File: src/rtl/sample_recorder.sv
// ---------------------------------------------------------------------------
// sample_recorder
//
// Records a take of audio samples into an external sample RAM. A take starts
// on rec_start, captures one word per sample_tick while recording, and ends
// either when the RAM capacity latched at start (max_depth) is filled or on
// rec_stop. All outputs are registered; a write appears one cycle after the
// sample_tick that carried the sample.
//
// Optional feature (macro REC_THRESHOLD_EN): voice-activated trigger. The ARM
// state waits for a sample whose magnitude reaches THRESHOLD; that sample is
// written at address 0 and recording continues from there. Without the macro
// ARM always lasts exactly one cycle and THRESHOLD has no effect.
//
// Ports
//   clock        : single rising-edge clock
//   resetn       : asynchronous active-low reset
//   sample_tick  : one-cycle sample strobe (44.1 kHz)
//   sample_in    : signed sample, valid with sample_tick
//   rec_start    : one-cycle request to begin a take
//   rec_stop     : one-cycle request to end a take
//   max_depth    : RAM capacity in words, latched at rec_start
//   wr_address   : RAM write address
//   wr_data      : RAM write data
//   wren         : one-cycle RAM write enable
//   recording    : high in ARM and REC
//   done         : high in DONE
//   length       : words written in the current or last take
// ---------------------------------------------------------------------------
module sample_recorder #(
    parameter int                ADDR_W    = 15,
    parameter int                DATA_W    = 16,
    parameter logic [DATA_W-1:0] THRESHOLD = 16'd1024
) (
    input  logic              clock,
    input  logic              resetn,
    input  logic              sample_tick,
    input  logic [DATA_W-1:0] sample_in,
    input  logic              rec_start,
    input  logic              rec_stop,
    input  logic [ADDR_W-1:0] max_depth,
    output logic [ADDR_W-1:0] wr_address,
    output logic [DATA_W-1:0] wr_data,
    output logic              wren,
    output logic              recording,
    output logic              done,
    output logic [ADDR_W-1:0] length
);

    typedef enum logic [1:0] {
        ST_IDLE = 2'd0,
        ST_ARM  = 2'd1,
        ST_REC  = 2'd2,
        ST_DONE = 2'd3
    } state_t;

    localparam logic [ADDR_W-1:0] ADDR_ONE = {{(ADDR_W-1){1'b0}}, 1'b1};

    state_t            state_reg, state_next;
    logic [ADDR_W-1:0] depth_reg, depth_next;
    logic [ADDR_W-1:0] length_reg, length_next;
    logic [ADDR_W-1:0] wr_address_reg, wr_address_next;
    logic [DATA_W-1:0] wr_data_reg, wr_data_next;
    logic              wren_reg, wren_next;
    logic              recording_reg, recording_next;
    logic              done_reg, done_next;

`ifdef REC_THRESHOLD_EN
    // Magnitude of the incoming sample; the most negative value has no
    // positive counterpart, so it saturates to the largest positive value.
    logic [DATA_W-1:0] magnitude;
    logic              trigger;

    always_comb begin
        magnitude = sample_in;
        if (sample_in[DATA_W-1]) begin
            if (sample_in == {1'b1, {(DATA_W-1){1'b0}}}) begin
                magnitude = {1'b0, {(DATA_W-1){1'b1}}};
            end else begin
                magnitude = -sample_in;
            end
        end
        trigger = sample_tick && (magnitude >= THRESHOLD);
    end
`else
    // THRESHOLD has no function in this build; fold it into a sink.
    logic unused_threshold;
    assign unused_threshold = ^THRESHOLD;
`endif

    // Next-state and next-output logic.
    always_comb begin
        state_next      = state_reg;
        depth_next      = depth_reg;
        length_next     = length_reg;
        wr_address_next = wr_address_reg;
        wr_data_next    = wr_data_reg;
        wren_next       = 1'b0;

        case (state_reg)
            ST_IDLE, ST_DONE: begin
                // Start beats a coincident stop here.
                if (rec_start) begin
                    length_next = '0;
                    depth_next  = max_depth;
                    state_next  = (max_depth == '0) ? ST_DONE : ST_ARM;
                end
            end
            ST_ARM: begin
                if (rec_stop) begin
                    state_next = ST_DONE;
                end else begin
`ifdef REC_THRESHOLD_EN
                    if (trigger) begin
                        wren_next       = 1'b1;
                        wr_address_next = '0;
                        wr_data_next    = sample_in;
                        length_next     = ADDR_ONE;
                        state_next      = (depth_reg == ADDR_ONE) ? ST_DONE : ST_REC;
                    end
`else
                    state_next = ST_REC;
`endif
                end
            end
            ST_REC: begin
                // Stop beats a coincident sample: that sample is dropped.
                if (rec_stop) begin
                    state_next = ST_DONE;
                end else if (sample_tick) begin
                    wren_next       = 1'b1;
                    wr_address_next = length_reg;
                    wr_data_next    = sample_in;
                    length_next     = length_reg + ADDR_ONE;
                    // Last free word: finish on the same edge as the write.
                    if (length_reg == depth_reg - ADDR_ONE) begin
                        state_next = ST_DONE;
                    end
                end
            end
            default: state_next = ST_IDLE;
        endcase

        recording_next = (state_next == ST_ARM) || (state_next == ST_REC);
        done_next      = (state_next == ST_DONE);
    end

    always_ff @(posedge clock or negedge resetn) begin
        if (!resetn) begin
            state_reg      <= ST_IDLE;
            depth_reg      <= '0;
            length_reg     <= '0;
            wr_address_reg <= '0;
            wr_data_reg    <= '0;
            wren_reg       <= 1'b0;
            recording_reg  <= 1'b0;
            done_reg       <= 1'b0;
        end else begin
            state_reg      <= state_next;
            depth_reg      <= depth_next;
            length_reg     <= length_next;
            wr_address_reg <= wr_address_next;
            wr_data_reg    <= wr_data_next;
            wren_reg       <= wren_next;
            recording_reg  <= recording_next;
            done_reg       <= done_next;
        end
    end

    assign wr_address = wr_address_reg;
    assign wr_data    = wr_data_reg;
    assign wren       = wren_reg;
    assign recording  = recording_reg;
    assign done       = done_reg;
    assign length     = length_reg;

endmodule

File: config.mk
export PLATFORM = sky130hd
export DESIGN_NAME = sample_recorder
export DESIGN_NICKNAME = d
export VERILOG_FILES = /design/src/rtl/sample_recorder.sv
export SDC_FILE = /design/constraint.sdc
export NUM_CORES = 1
export LEC_CHECK = 0
export ABC_AREA = 1
export CORE_MARGIN = 3
export CORE_UTILIZATION = 40
export DETAILED_ROUTE_END_ITERATION = 10
export PLACE_DENSITY = 0.67
export REMOVE_ABC_BUFFERS = 1
export SYNTH_ARGS = -nofsm -noshare
export SYNTH_HDL_FRONTEND = slang
export SYNTH_SLANG_ARGS = --single-unit
File: constraint.sdc
create_clock -name clock -period 3.7 [get_ports clock]
set_clock_uncertainty 0.15 [all_clocks]
set_input_delay 0.37 -clock clock [delete_from_list [all_inputs] [get_ports clock]]
set_output_delay 0.37 -clock clock [all_outputs]
set_load 0.1 [all_outputs]
==> results of run 1 <==
worst max-delay path by stage:
stage | endpoint | slack, ns | depth (start not counted)
6_report | length[10] | 1.13 | 1
5_1_grt | recording | 0.97 | 13
4_1_cts | length[10] | 1.11 | 1
3_5_place_dp | length[0] | 1.27 | 7
3_3_place_gp | recording | 1.34 | 12
2_1_floorplan | length[12] | 1.07 | 13
area by class of cell:
class | count | area, µm²
sequential | 66 | 1650
fill | 728 | 3440
clock buffer | 12 | 155
tap | 102 | 128
clock inverter | 4 | 50.0
inverter | 56 | 210
timing repair buffer | 87 | 858
multi-input combinational | 317 | 1480
cell usage after synthesis, drive strengths merged:
master / instances
xnor2: 5
a221oi: 1
a21oi: 13
ha: 5
o21bai: 1
nand2: 183
inv: 55
nand4: 4
clkinv: 1
dfrtp: 66
clkbuf: 10
xor2: 4
a211oi: 2
o21ai: 35
nor2: 36
nor4: 2
nand3b: 2
nand3: 19
nor3: 5
metrics by stage:
step / instances / utilization / hold slack (ns) / power, mW / area [µm²]
3_3_place_gp: 628 / 0.543 / 0.312 / 3.56 / 4330
2_1_floorplan: 439 / - / -0.0756 / 2.97 / 3340
3_5_place_dp: 628 / 0.543 / 0.314 / 3.58 / 4330
5_1_grt: 644 / 0.569 / 0.122 / 4.47 / 4530
6_report: 644 / 0.569 / 0.0584 / 4.19 / 4530
4_1_cts: 644 / 0.569 / 0.0782 / 4.22 / 4530
kinds of logic after synthesis:
group / Yosys count / synth area share
adders and majority gates: 5 / 0.0185
DFF: 66 / 0.489
buffers and inverters: 66 / 0.0733
xor gates and xnor gates: 9 / 0.0233
AOI/OAI and AO/OA: 52 / 0.0867
and+or+nand+nor: 251 / 0.309
power groups by stage:
stage	Combinational (mW)	Clock, mW	Sequential [mW]
floorplan	0.728	0	2.24
global placement	2.39	0	1.17
detailed placement	2.41	0	1.17
CTS	2.42	0.638	1.16
global route	2.60	0.672	1.20
finish	2.41	0.622	1.16
layer usage:
layer,vias to the layer above,routed length (µm),part of all wire,track usage
met4,0,170,0.020,0.0703
met1,1412,3860,0.46,0.250
li1,1578,-,-,-
met5,-,0,0,0
met2,88,3760,0.45,0.291
met3,17,543,0.065,0.0514
==> qor.yml, run 1 <==
antenna_found_initial: 0
p_int_mw: 1.92
p_seq_frac: 0.277
end_kind: "output pin"
firstDrtPassIters: 4
die_height_um: 97.9
cpPeakStageDelay_ns: 1.19
setup_tns_ns: 0
grt_pass1_wl_mm: 14.8
rsz0062_at_grt: "no"
dp_hpwl_mm: 6.27
core-area_mm2: 0.00797
clockPowerShare: 0.148
grt.total_usage: 0.187
boundaryPins: 85
cts-resized-gates: 0
power.net_switching_mw: 2.27
first_global_vias: 3201
ant_nets: 0
largest_reg_flops: 16
cts.sink_count: 66
fin_ws_ns: 1.13
portBuffers: 84
clockBufferDepth: 2
hold_violations: 0
wl_per_cell_um: 12.9
clk_latency_ns: 0.35
mostFrequentLayoutCells: "182 x nand2_1, 83 x clkdlybuf4s50_1, 66 x dfrtp_1"
slew_headroom: 0.334
yosys.area.top_type_share: 0.489
r2r_slack_ns: 1.31
combPwrFrac: 0.574
p_leak_nw: 2.21
drive_above_1_share: 0.0627
worstPathRequired_ns: 3.18
finalMaxSlewViolations: 0
setup_viol: 0
cts_buffers: 9
crit_arrival_ns: 2.05
holdCritPathClass: "in2async"
die_w_um: 97.9
syn_area_mm2: 0.00338
grt_overflow_total: 0
syn_area_per_cell_um2: 7.52
postSynthCellCount: 449
ys_types: 27
worst_slew_pin_slew_ns: 0.996
reg2reg_to: "recording"
yosys.area.top_type: "dfrtp_1"
gp_congestion: 0.917
fmax_mhz: 390
post-place-ws_ns: 1.27
final_common_cell: "nand2_1"
via_per_inst: 4.81
totalWireLength_mm: 8.34
reg2reg_depth: 13
clockRootBuffer: "clkbuf_8"
powerDensity_mw_per_mm2: 925
min_period_ns: 2.57
cap_viol_max_count: 0
critPathKind: "reg2out"
ys_warn_count: 0
startpoint: "length[10]"
switching_share: 0.541
slowest_stage: "clkdlybuf4s50_1"
drc_errors: 0
vias: 3095
yosysSeqAreaShare: 0.489
crit_buf_inv: 1
cp-start-kind: "flop"
start_util: 0.424
area_growth_pct: 34.1
rr_startpoint: "depth_reg[0]"
rows: 32
clk_pin_slew_worst_paths_ns: 0.08
status: "finished clean"
grt_max_degree: 67
fin_nets: 578
synth_seq_cells: 66
max-vdd-ir-drop_mv: 0.629
cts_setup_buffers: 0
cp_top_family: "buffers and inverters"
dieArea_mm2: 0.00958
drtIter0Drc: 181
synthTopCellsByArea: "dfrtp_1 49%, nand2_1 20%, inv_1 6.0%"
worstPathCellList: "clkdlybuf4s50_1"
antenna_cells: 0
finalCritPeriodShare: 0.694
path_max_fanout: 7
holdBufCountCts: 0
htreeDepth: 3
cts_tree: "yes"
Note: power is estimated with default switching activity, not from simulation.
==> run 2: changes to the inputs <==
--- a/config.mk
+++ b/config.mk
@@ -9,7 +9,7 @@
 export CORE_MARGIN = 3
 export CORE_UTILIZATION = 40
 export DETAILED_ROUTE_END_ITERATION = 10
-export PLACE_DENSITY = 0.67
+export PLACE_DENSITY = 0.7
 export REMOVE_ABC_BUFFERS = 1
 export SYNTH_ARGS = -nofsm -noshare
 export SYNTH_HDL_FRONTEND = slang
==> constraint.sdc (replaced) <==
create_clock -name clock -period 2.2 [get_ports clock]
set_clock_uncertainty 0.15 [all_clocks]
set_input_delay 0.22 -clock clock [delete_from_list [all_inputs] [get_ports clock]]
set_output_delay 0.22 -clock clock [all_outputs]
set_load 0.1 [all_outputs]
==> run 2 against run 1 <==
Effect of this change:
- utilization increased by 3.0 points
- via count increased by 4.0%
- routed wire length increased by 7.8%
- combinational power increased by 84%
- non-clock buffer count increased by 30
- die area unchanged
- clock power increased by 83%
- final area increased by 5.3%
- the run now ends with setup timing left
==> qor.yml, run 2 (synthesis results as in run 1) <==
antenna_found_initial: 0  # unchanged
failed_checks: "setup timing"
p_int_mw: 3.54  # was 1.92 mW
finalMaxSlewViolations: 0  # unchanged
fin_nets: 608  # was 578
dp_hpwl_mm: 6.67  # was 6.27 mm
grt.total_usage: 0.194  # was 0.187
totalWireLength_mm: 8.99  # was 8.34 mm
dieArea_mm2: 0.00958  # unchanged
htreeDepth: 3  # unchanged
cts.sink_count: 66  # unchanged
start_util: 0.424  # unchanged
rsz0062_at_grt: "yes"  # was no
fmax_mhz: 441
slew_headroom: 0.716  # was 0.334
vias: 3220  # was 3095
grt_max_degree: 67  # unchanged
p_seq_frac: 0.262  # was 0.277
rows: 32  # unchanged
clk_pin_slew_worst_paths_ns: 0.07  # was 0.08 ns
power.net_switching_mw: 4.00  # was 2.27 mW
portBuffers: 84  # unchanged
switching_share: 0.531  # was 0.541
first_global_vias: 3277  # was 3201
status: "complete, but fails checks"  # was finished clean
final_common_cell: "nand2_1"  # unchanged
core-area_mm2: 0.00797  # unchanged
seq_area_mm2: 0.00165  # about the same
worst_slew_pin_slew_ns: 0.426  # was 0.996 ns
worstPathRequired_ns: 2.28  # was 3.18 ns
drtIter0Drc: 88  # was 181
crit_arrival_ns: 2.35  # was 2.05 ns
n_fill_cell: 743  # was 728
fin_ws_ns: -0.0683  # was 1.13 ns
max-vdd-ir-drop_mv: 1.19  # was 0.629 mV
min_period_ns: 2.27
clockRootBuffer: "clkbuf_8"  # unchanged
finalCritPeriodShare: 1.03
end_kind: "flop"  # was output pin
die_height_um: 97.9  # unchanged
cp-start-kind: "flop"  # unchanged
drc_errors: 0  # unchanged
multi_input_area_mm2: 0.00158  # was 0.00148 mm²
critPathKind: "reg2reg"  # was reg2out
cts_buffers: 9  # unchanged
wl_per_cell_um: 13.3  # was 12.9 µm
largest_reg_flops: 16  # unchanged
p_leak_nw: 2.47  # was 2.21 nW
antenna_cells: 0  # unchanged
powerDensity_mw_per_mm2: 1580  # was 925 mW/mm²
place_area_mm2: 0.00438  # was 0.00433 mm²
drive_above_1_share: 0.241  # was 0.0627
grt_overflow_total: 0  # unchanged
cap_viol_max_count: 0  # unchanged
via_per_inst: 4.78  # was 4.81
hold_violations: 0  # unchanged
path_max_fanout: 3  # was 7
holdCritPathClass: "in2reg"  # was in2async
grt_pass1_wl_mm: 15.2  # was 14.8 mm
clockBufferDepth: 2  # unchanged
cts_tree: "yes"  # unchanged
setup_viol: 1  # was 0
firstDrtPassIters: 4  # unchanged
gp_congestion: 0.869  # was 0.917
clockPowerShare: 0.151  # was 0.148
boundaryPins: 85  # unchanged
die_w_um: 97.9  # unchanged
ant_nets: 0  # unchanged
area_growth_pct: 41.2  # was 34.1%
clk_latency_ns: 0.34  # was 0.35 ns
mostFrequentLayoutCells: "176 x nand2_1, 79 x buf_4, 65 x dfrtp_1"  # was 182 x nand2_1, 83 x clkdlybuf4s50_1, 66 x dfrtp_1
holdWs_ns: 0.252  # was 0.0584 ns
combPwrFrac: 0.588  # was 0.574
final_area_mm2: 0.00477  # was 0.00453 mm²
[run 2: cell type report]
cell class,instances,share of cell area
sequential,66,0.346
clock buffer,11,0.0296
timing repair buffer,117,0.205
inverter,56,0.0446
clock inverter,5,0.0163
multi-input combinational,317,0.331
tap,102,0.0268
[run 2: final timing paths]
path                           startpoint              to  slack, ns  cells after the start
setup / recovery             depth_reg[0]       recording      -0.07                     15
hold / removal              sample_in[13]     wr_data[13]       0.25                      3
setup reg to reg             depth_reg[0]       recording      -0.07                     15
hold reg to reg            wr_address[10]  wr_address[10]       0.33                      2
max in group asynchronous          resetn    depth_reg[4]       1.29                      3
min in group asynchronous          resetn  wr_address[11]       0.28                      3
[run 2: metrics by stage]
| stage | util | total power, mW | cells | setup TNS [ns] | worst slack, ns |
|---|---|---|---|---|---|
| after floorplan | - | 4.99 | 439 | -3.46 | -0.429 |
| after global placement | 0.550 | 6.06 | 650 | -0.0724 | -0.0724 |
| after detailed placement | 0.550 | 6.12 | 650 | -0.232 | -0.188 |
| after CTS | 0.588 | 7.46 | 671 | -0.0164 | -0.0164 |
| after global routing | 0.599 | 8.01 | 674 | -0.395 | -0.203 |
| final | 0.599 | 7.54 | 674 | -0.0683 | -0.0683 |
[run 2: power by group through the flow]
| stage | clock, mW | sequential (mW) | combinational (mW) |
|---|---|---|---|
| finish | 1.14 | 1.97 | 4.43 |
| global route | 1.21 | 2.03 | 4.76 |
| CTS | 1.16 | 1.97 | 4.33 |
| detailed placement | 0 | 1.97 | 4.15 |
| global placement | 0 | 1.96 | 4.11 |
| floorplan | 0 | 3.77 | 1.22 |
[run 2: per-layer routing]
layer  vias up  GRT usage  routed length, µm
met5         -          0                  0
met4         0     0.0596                134
met3        13     0.0636                652
met2        89      0.327               4300
met1      1491      0.237               3900
li1       1627          -                  -
[run 2: repair_timing]
item	CTS	global route
setup endpoints to repair	3	10
pin swaps	11	13
buffers inserted	4	3
gates resized for setup	16	19
hold buffers	1	0
endpoints found under the hold margin	66	0
[run 2: critical path, stage by stage (launching register included)]
cell and delay (ns):
dfrtp_1 0.41, inv_2 0.11, ha_4 0.18, nand2_2 0.08, nor2_1 0.10, nand2_1 0.06, nand2_1 0.05, nand2_1 0.04
nor2_1 0.11, nand2_1 0.08, nor2_1 0.08, nand2_1 0.09, nor2_1 0.12, o21ai_1 0.08, a21oi_2 0.18, ha_1 0.25
